## src/rtl/bp_core_lce_req_arbiter.sv

```systemverilog
// bp_core_lce_req_arbiter
// Round-robin concentrator that merges num_lce_p LCE request streams onto one
// outbound link through a single registered output slot. Each channel has an
// outstanding-request credit counter; a full channel is not eligible. A channel
// may lock the grant across consecutive beats.
module bp_core_lce_req_arbiter #(
  parameter int num_lce_p   = 2,
  parameter int req_width_p = 128,
  parameter int credits_p   = 8,
  parameter int lock_en_p   = 1,
  localparam int cnt_width_lp = $clog2(credits_p + 1),
  localparam int id_width_lp  = (num_lce_p > 1) ? $clog2(num_lce_p) : 1
) (
  input  logic                             clk_i,
  input  logic                             reset_n_i,
  input  logic [num_lce_p*req_width_p-1:0] lce_req_i,
  input  logic [num_lce_p-1:0]             lce_req_v_i,
  input  logic [num_lce_p-1:0]             lce_req_lock_i,
  output logic [num_lce_p-1:0]             lce_req_ready_o,
  input  logic [num_lce_p-1:0]             credit_return_i,
  output logic [num_lce_p-1:0]             credits_full_o,
  output logic [num_lce_p-1:0]             credits_empty_o,
  output logic [req_width_p-1:0]           lce_req_o,
  output logic [id_width_lp-1:0]           lce_req_src_o,
  output logic                             lce_req_v_o,
  input  logic                             lce_req_ready_i,
  output logic                             credit_err_o
);

  // Highest channel id: last_gnt resets here so channel 0 is searched first.
  localparam logic [id_width_lp-1:0]  last_id_lp  = id_width_lp'(num_lce_p - 1);
  localparam logic [cnt_width_lp-1:0] credits_lp  = cnt_width_lp'(credits_p);
  localparam logic [cnt_width_lp-1:0] cnt_zero_lp = {cnt_width_lp{1'b0}};
  localparam logic [cnt_width_lp-1:0] cnt_one_lp  = cnt_width_lp'(1);

  // Output slot
  logic                    v_q, v_d;
  logic [req_width_p-1:0]  data_q, data_d;
  logic [id_width_lp-1:0]  src_q, src_d;

  // Arbitration state
  logic [id_width_lp-1:0]  last_gnt_q, last_gnt_d;
  logic                    locked_q, locked_d;

  // Credit state
  logic [cnt_width_lp-1:0] cnt_q [num_lce_p];
  logic [cnt_width_lp-1:0] cnt_d [num_lce_p];
  logic [num_lce_p-1:0]    full_q, full_d;
  logic [num_lce_p-1:0]    empty_q, empty_d;
  logic                    err_q, err_d;

  // Combinational helpers
  logic                    slot_free_s;
  logic [num_lce_p-1:0]    elig_s;
  logic                    gnt_found_s;
  logic [id_width_lp-1:0]  gnt_id_s;
  logic [id_width_lp-1:0]  idx_s;
  logic [num_lce_p-1:0]    gnt_oh_s;
  logic [num_lce_p-1:0]    acc_s;
  logic                    acc_any_s;
  logic [req_width_p-1:0]  gnt_data_s;

  // The slot can take a beat when empty or when it drains this cycle.
  assign slot_free_s = ~v_q | lce_req_ready_i;
  assign elig_s      = lce_req_v_i & ~full_q;
  assign acc_s       = gnt_oh_s & lce_req_v_i;
  assign acc_any_s   = |acc_s;

  // Pick the winner: the locked channel only, or round-robin from last_gnt+1.
  always_comb begin
    gnt_found_s = 1'b0;
    gnt_id_s    = last_gnt_q;
    idx_s       = last_gnt_q;
    if (locked_q) begin
      gnt_found_s = elig_s[last_gnt_q];
      gnt_id_s    = last_gnt_q;
    end else begin
      for (int k = 1; k <= num_lce_p; k++) begin
        idx_s = id_width_lp'((int'(last_gnt_q) + k) % num_lce_p);
        if (!gnt_found_s && elig_s[idx_s]) begin
          gnt_found_s = 1'b1;
          gnt_id_s    = idx_s;
        end else begin
          gnt_found_s = gnt_found_s;
        end
      end
    end
  end

  // One-hot ready; held low in reset so nothing is accepted before release.
  always_comb begin
    gnt_oh_s = {num_lce_p{1'b0}};
    if (gnt_found_s && slot_free_s && reset_n_i) begin
      gnt_oh_s[gnt_id_s] = 1'b1;
    end else begin
      gnt_oh_s = {num_lce_p{1'b0}};
    end
  end

  assign lce_req_ready_o = gnt_oh_s;

  // Mux the granted channel's packet.
  always_comb begin
    gnt_data_s = {req_width_p{1'b0}};
    for (int i = 0; i < num_lce_p; i++) begin
      if (gnt_oh_s[i]) begin
        gnt_data_s = lce_req_i[i*req_width_p +: req_width_p];
      end else begin
        gnt_data_s = gnt_data_s;
      end
    end
  end

  // Next state of the output slot, round-robin pointer and lock.
  always_comb begin
    v_d        = v_q;
    data_d     = data_q;
    src_d      = src_q;
    last_gnt_d = last_gnt_q;
    locked_d   = locked_q;
    if (slot_free_s) begin
      v_d = acc_any_s;
    end else begin
      v_d = v_q;
    end
    if (acc_any_s) begin
      data_d     = gnt_data_s;
      src_d      = gnt_id_s;
      last_gnt_d = gnt_id_s;
      locked_d   = (lock_en_p != 0) && lce_req_lock_i[gnt_id_s];
    end else begin
      data_d     = data_q;
      src_d      = src_q;
      last_gnt_d = last_gnt_q;
      locked_d   = locked_q;
    end
  end

  // Credit counters: accept adds, return subtracts, both together cancel;
  // a lone return on an empty counter is an underflow and sets the sticky error.
  always_comb begin
    err_d   = err_q;
    full_d  = {num_lce_p{1'b0}};
    empty_d = {num_lce_p{1'b0}};
    for (int i = 0; i < num_lce_p; i++) begin
      cnt_d[i] = cnt_q[i];
      if (acc_s[i] && credit_return_i[i]) begin
        cnt_d[i] = cnt_q[i];
      end else if (acc_s[i]) begin
        cnt_d[i] = cnt_q[i] + cnt_one_lp;
      end else if (credit_return_i[i]) begin
        if (cnt_q[i] == cnt_zero_lp) begin
          err_d = 1'b1;
        end else begin
          cnt_d[i] = cnt_q[i] - cnt_one_lp;
        end
      end else begin
        cnt_d[i] = cnt_q[i];
      end
      full_d[i]  = (cnt_d[i] == credits_lp);
      empty_d[i] = (cnt_d[i] == cnt_zero_lp);
    end
  end

  // State registers; reset drops the held beat and every credit.
  always_ff @(posedge clk_i or negedge reset_n_i) begin
    if (!reset_n_i) begin
      v_q        <= 1'b0;
      data_q     <= {req_width_p{1'b0}};
      src_q      <= {id_width_lp{1'b0}};
      last_gnt_q <= last_id_lp;
      locked_q   <= 1'b0;
      full_q     <= {num_lce_p{1'b0}};
      empty_q    <= {num_lce_p{1'b1}};
      err_q      <= 1'b0;
      for (int i = 0; i < num_lce_p; i++) begin
        cnt_q[i] <= cnt_zero_lp;
      end
    end else begin
      v_q        <= v_d;
      data_q     <= data_d;
      src_q      <= src_d;
      last_gnt_q <= last_gnt_d;
      locked_q   <= locked_d;
      full_q     <= full_d;
      empty_q    <= empty_d;
      err_q      <= err_d;
      for (int i = 0; i < num_lce_p; i++) begin
        cnt_q[i] <= cnt_d[i];
      end
    end
  end

  assign lce_req_o       = data_q;
  assign lce_req_src_o   = src_q;
  assign lce_req_v_o     = v_q;
  assign credits_full_o  = full_q;
  assign credits_empty_o = empty_q;
  assign credit_err_o    = err_q;

endmodule

```

## config.mk

```make
export PLATFORM = sky130hd
export DESIGN_NAME = bp_core_lce_req_arbiter
export DESIGN_NICKNAME = d
export VERILOG_FILES = /design/src/rtl/bp_core_lce_req_arbiter.sv
export SDC_FILE = /design/constraint.sdc
export NUM_CORES = 1
export LEC_CHECK = 0
export BUFFER_PORTS_ARGS = -buffer_cell sky130_fd_sc_hd__buf_2
export CORE_AREA = 2 2 155 157
export DETAILED_ROUTE_END_ITERATION = 12
export DIE_AREA = 0 0 157 159
export PLACE_DENSITY_LB_ADDON = 0.3
export RECOVER_POWER = 100
export SYNTH_ARGS = -nofsm -noshare
export SYNTH_HDL_FRONTEND = slang
export SYNTH_SLANG_ARGS = --single-unit
```

## constraint.sdc

```tcl
create_clock -name clk_i -period 2.4 [get_ports clk_i]
set_input_delay 0.48 -clock clk_i [delete_from_list [all_inputs] [get_ports clk_i]]
set_output_delay 0.48 -clock clk_i [all_outputs]
set_load 0.005 [all_outputs]
```

Yosys cells after proc, flatten, opt, wreduce, memory -nomap -nowiden
Cells that the tools add are included.
{ "totals": {"elab_cells": 76, "mem_bits_ro": 0, "memories": 0, "register_bits": 145, "inputBits": 265, "latchBits": 0, "output_inout_bits": 137, "ram_bits": 0} }
{ "op_classes": {"add_sub_neg": 6, "reduce_logical": 12, "mux": 36, "n_mul": 0, "n_div": 0, "n_shift": 0, "n_eq_ne": 2, "magnitude_cmp": 5, "bitwise_logic": 5} }
{ "op_table": {"columns": ["operator", "n"], "rows": [
  ["128-bit 2-to-1 mux", 2],
  ["4-bit 2-to-1 mux", 8],
  ["1-bit 2-to-1 mux", 24],
  ["4-bit zero test", 4],
  ["4-bit by 1-bit adder with 4-bit output, second input constant", 2],
  ["4-bit equality test, second input constant", 2],
  ["1-bit by 2-bit < comparator with 1-bit output, second input constant", 4],
  ["4-bit by 1-bit subtractor with 4-bit output, second input constant", 2],
  ["1-bit logical AND", 6],
  ["2-bit bitwise AND", 2],
  ["1-bit adder, second input constant", 2],
  ["2-bit 2-to-1 mux", 1],
  ["2-bit inverter", 1],
  ["2-bit OR reduction", 1],
  ["1-bit demux with 1-bit select", 1],
  ["1-bit >= comparator, second input constant", 1],
  ["1-bit zero test", 1],
  ["1-bit inverter", 1],
  ["1-bit OR", 1]
]} }

Logic depth before layout (Yosys ltp)
{ "logic_depth": {"depth_word": 22, "depth_mapped": 7, "mapped_depth_nobuf": 7} }

Worst setup path before layout
No wires, ideal clock.
{ "synth_timing": {"path_type": "in2reg", "from": "input port lce_req_v_i[1]", "to": "register data_q[0] (netlist: lce_req_o[0])", "arrival_time_ns": 1.686, "t_required_ns": 2.274, "stages": 6, "n_path_buf": 2, "setup_ns": 0.126, "setup_slack_ns": 0.588, "path_cell_list": "nand2b_1 -> a21o_1 -> a221oi_2 -> clkbuf_1 -> buf_2 -> a21oi_1"} }
{ "synth_between": {"elab_chain_cells": 16, "elab_cells_between_ends": 28, "classes_between": "order compare: 2; mux: 18; bitwise: 2; reduce/logical: 6"} }
{ "synth_rtl": {"columns": ["element", "line", "text"], "rows": [
  ["start: declaration", "17", "input logic [num_lce_p-1:0] lce_req_v_i,"],
  ["2-bit bitwise AND", "65", "assign elig_s = lce_req_v_i & ~full_q;"],
  ["1-bit 2-to-1 mux (not written as such) (2 in series)", "80", "if (!gnt_found_s && elig_s[idx_s]) begin"],
  ["1-bit 2-to-1 mux", "80", null],
  ["1-bit 2-to-1 mux", "74", "if (locked_q) begin"],
  ["1-bit zero test", "80", null],
  ["1-bit logical AND", "80", null],
  ["1-bit 2-to-1 mux", "80", null],
  ["1-bit 2-to-1 mux", "74", null],
  ["1-bit by 2-bit < comparator with 1-bit output (not written as such) or 1-bit >= comparator (tied branches)", "94", "gnt_oh_s[gnt_id_s] = 1'b1;"],
  ["1-bit logical AND (not written as such)", "94", null],
  ["1-bit 2-to-1 mux (not written as such)", "94", null],
  ["1-bit demux with 1-bit select", "94", null],
  ["2-bit 2-to-1 mux", "93", "if (gnt_found_s && slot_free_s && reset_n_i) begin"],
  ["128-bit 2-to-1 mux or 2-bit bitwise AND (tied branches)", "106, 66", null],
  ["128-bit 2-to-1 mux or 2-bit OR reduction (tied branches)", "106, 67", null],
  ["end signal: assignment", "169", "data_q <= {req_width_p{1'b0}};"],
  ["end signal: assignment", "181", "data_q <= data_d;"],
  ["end: declaration", "38", "logic [req_width_p-1:0] data_q, data_d;"]
]} }
Parallel ways exist; a longest one is shown, timed or not. The select of a mux whose other input is x is not followed.
A chain may end at the register's enable or synchronous reset.

Worst setup path in the final report
{ "layout_timing": {"from": "input port reset_n_i", "to": "output port lce_req_ready_o[0]"} }
{ "layout_between": {"elab_chain_cells": 2} }
{ "layout_rtl": {"columns": ["element", "line", "text"], "rows": [
  ["start: declaration", "15", "input logic reset_n_i,"],
  ["1-bit logical AND", "93", null],
  ["2-bit 2-to-1 mux", "93", null],
  ["end: declaration", "19", "output logic [num_lce_p-1:0] lce_req_ready_o,"]
]} }
Every way passes these cells.

==> impl_metrics.csv <==
group,metric,value,unit
power_and_ir_drop,power_density,1330,nW/um2
synth,syn_area,6880,um2
grt,grt_pass1_vias,6200,
placed_design,place_inst,1380,
cells_and_area,fillers,2320,
timing,finalHoldViolations,0,
synth,synth_fp_nets,944,
detailed_routing,detail-route-antenna-nets,0,
cells_and_area,layout.cells.non_filler,1414,
cts,root_buffer,"clkbuf_16",
floorplanning,die_w,157,um
timing,worst_slack,0.0954,ns
timing,period_share,96.0,%
synth,synth-main-ff-cell,"dfrtp_1",
setup_path,crit_type,"in -> out",
power_and_ir_drop,irDropWorstVdd,0.000468,V
timing,timing.setup.tns,0,ns
cts,cts_sinks,145,
timing,maxSlewHeadroom,11.7,%
grt,antenna_found_initial,1,
cts,clkSlewWorstSetupHoldPaths,0.07,ns
timing,slew_viol_final,0,
timing,holdWs,0.362,ns
cts,cts_buffers,17,
grt,grt_usage,15.8,%
setup_path,cp-end-kind,"primary output",
cts,htreeDepth,4,
floorplanning,die_y,159,um
synth,yosysWarnings,0,
floorplanning,die_area,25000,um2
detailed_routing,wire_per_inst,14.3,um
timing,worstMarginPinSlew,1.32,ns
detailed_routing,drt-pass1-iter-count,5,
outcome,status,"completed",
timing,setup_viol,0,
placed_design,port_buffers,401,
synth,synthArstFlopShare,100,%
cts,cts_tree,"built",
timing,fmax,0.434,GHz
synth,postSynthAreaPerCell,10.2,um2
floorplanning,initial_core_util,29.7,%
cts,clkLatencyLatePin,0.41,ns
synth,ys_ff_latch,145,
placed_design,place_congestion,0.817,
setup_path,crit_path_max_fanout,8,
timing,layout_min_cycle_time,2.30,ns
cells_and_area,final_core_util,42.7,%
grt,grt_max_degree,144,
cells_and_area,nets,1351,
detailed_routing,drt-initial-drc-count,209,
grt,grt-ovfl-total,0,
synth,synth-seq-area-share,52.8,%
detailed_routing,vias_per_cell,4.52,
placed_design,dp_slack,0.272,ns
timing,rsz0062_at_grt,"no",
power_and_ir_drop,leakage,0.00467,uW
setup_path,cp_slowest_cell,"dlygate4sd3_1",
setup_path,cp_cell_sequence,"dlygate4sd3_1 > buf_6 > o311a_1 > nand2_1 > inv_1 > buf_2",
cts,clock_tree.buffer_depth,2,
synth,synthCells,675,
grt,grt_pass1_wl,31000,um
synth,synth_edf_count,0,
floorplanning,rows,56,
setup_path,crit_arrival,1.82,ns
setup_path,critical_path.max_stage_delay,0.55,ns
floorplanning,core,23200,um2
timing,clock_skew,0.0149,ns
placed_design,dpl.hpwl,15400,um
detailed_routing,drcViolationCount,0,
cells_and_area,drive_gt1_share,33.5,%
cells_and_area,area_delta_synth_final,43.9,%
floorplanning,io_pins,402,
worst_hold_path,hold_class,"in -> reg",
setup_path,critPathLaunchType,"input port",
job,drv_cap,0,
cells_and_area,antennaDiodeCount,0,
detailed_routing,drt-total-wl,20200,um
setup_path,critPathRequiredTime,1.92,ns
detailed_routing,num_vias,6396,
synth,synth_cell_type_count,45,
==> cells by family after synthesis <==
family,Yosys count,synth area share (%)
DFF,145,52.8
and+or+nand+nor,183,11.2
adders and majority gates,4,0.727
buffers and inverters,52,3.71
muxes,129,18.8
AOI/OAI and AO/OA,160,12.6
xor gates and xnor gates,2,0.255
==> cell usage after synthesis (2+ instances only) <==
cell type	n	share of area (%)
a31oi_1	5	0.45
buf_4	6	0.65
nand4b_1	2	0.25
mux2i_1	129	19
dfrtp_1	142	52
ha_1	4	0.73
clkbuf_1	6	0.33
nor2_1	142	7.7
nor3b_1	2	0.22
inv_2	2	0.11
nor3_1	9	0.65
dfstp_2	3	1.1
inv_1	7	0.38
buf_2	30	2.2
nand4_1	2	0.18
a21oi_1	136	9.9
o21ai_0	3	0.22
or2_2	2	0.18
nand2b_1	3	0.27
o21ai_1	2	0.15
nor4_1	2	0.18
o31a_1	2	0.25
xnor2_1	2	0.25
nand2_1	9	0.49
nand3_1	3	0.22
==> critical path: cells and delay by family <==
kind | cells | cell delay, ns
simple gates | 1 | 0.13
compound gates | 1 | 0.21
buf+inv | 4 | 1.01
==> stage by stage <==
step	total power, uW	area (um2)
finish	13200	9900
global route	14300	9900
CTS	13700	10100
detailed placement	10700	9410
global placement	10600	9410
floorplan	8050	6880
==> timing repair <==
action	in CTS	in global routing
setup endpoints to repair	1	2
setup buffers	0	1
hold buffers	1	0
gates resized for setup	1	1
hold endpoints to repair	1	0
==> sequential cells by signal, summed over array words and instances (netlist names) <==
name             cells
lce_req_v_o          1
credit_err_o         1
credits_full_o       2
last_gnt_q           1
lce_req_o          128
cnt_q                8
credits_empty_o      2
locked_q             1
lce_req_src_o        1
==> path summary, 6_finish.rpt <==
check	startpoint	end	slack (ns)	cells past startpoint
max	reset_n_i	lce_req_ready_o[0]	0.1	6
min	lce_req_i[194]	lce_req_o[66]$_DFFE_PN0P_	0.36	3
max reg2reg	last_gnt_q$_DFFE_PN1P_	lce_req_o[35]$_DFFE_PN0P_	0.19	7
min reg2reg	lce_req_src_o$_DFFE_PN0P_	lce_req_src_o$_DFFE_PN0P_	0.50	2
max in group asynchronous	reset_n_i	lce_req_o[81]$_DFFE_PN0P_	0.45	3
min in group asynchronous	reset_n_i	cnt_q[1]$_DFF_PN0_	0.44	2
==> layout make-up <==
class / instances / area [um2] / share of cell area (%)
inverter: 9 / 33.8 / 0.341
multi-input combinational: 478 / 3010 / 30.4
timing repair buffer: 431 / 2180 / 22.0
tap: 319 / 399 / 4.03
clock inverter: 13 / 198 / 2.00
clock buffer: 19 / 443 / 4.47
sequential: 145 / 3630 / 36.7
==> per-layer routing <==
metal	track usage (%)	wire length (um)
met5	0	13
met4	4.42	234
met3	4.03	1420
met2	28.3	10200
met1	18.5	8340
==> where the power goes <==
group	switching, uW	total [uW]	leakage, uW	internal (uW)
Sequential	693	4360	0.00160	3670
Clock	1090	2880	0.000303	1790
Combinational	3210	5980	0.00276	2770
==> layout by cell type, fill, tap and decap left out, types with 2 or more instances in the layout <==
cell        synthesis  layout
buf_2              30     295
nor2_1            142     142
dfrtp_1           142     142
a21oi_1           136     136
mux2i_1           129     129
clkbuf_1            6     105
clkbuf_16           0      17
buf_4               6      17
nand2_1             9       9
nor3_1              9       9
inv_1               7       8
buf_12              0       6
a31oi_1             5       5
ha_1                4       4
bufinv_16           0       4
inv_6               0       4
clkbuf_2            0       4
nand3_1             3       3
o21ai_0             3       3
clkinvlp_4          0       3
dfstp_2             3       3
buf_6               0       3
nand2b_1            3       2
nand4b_1            2       2
or2_2               2       2
xnor2_1             2       2
nand4_1             2       2
nor4_1              2       2
o31a_1              2       2
nor3b_1             2       2
Note: power is estimated with default switching activity, not from simulation.
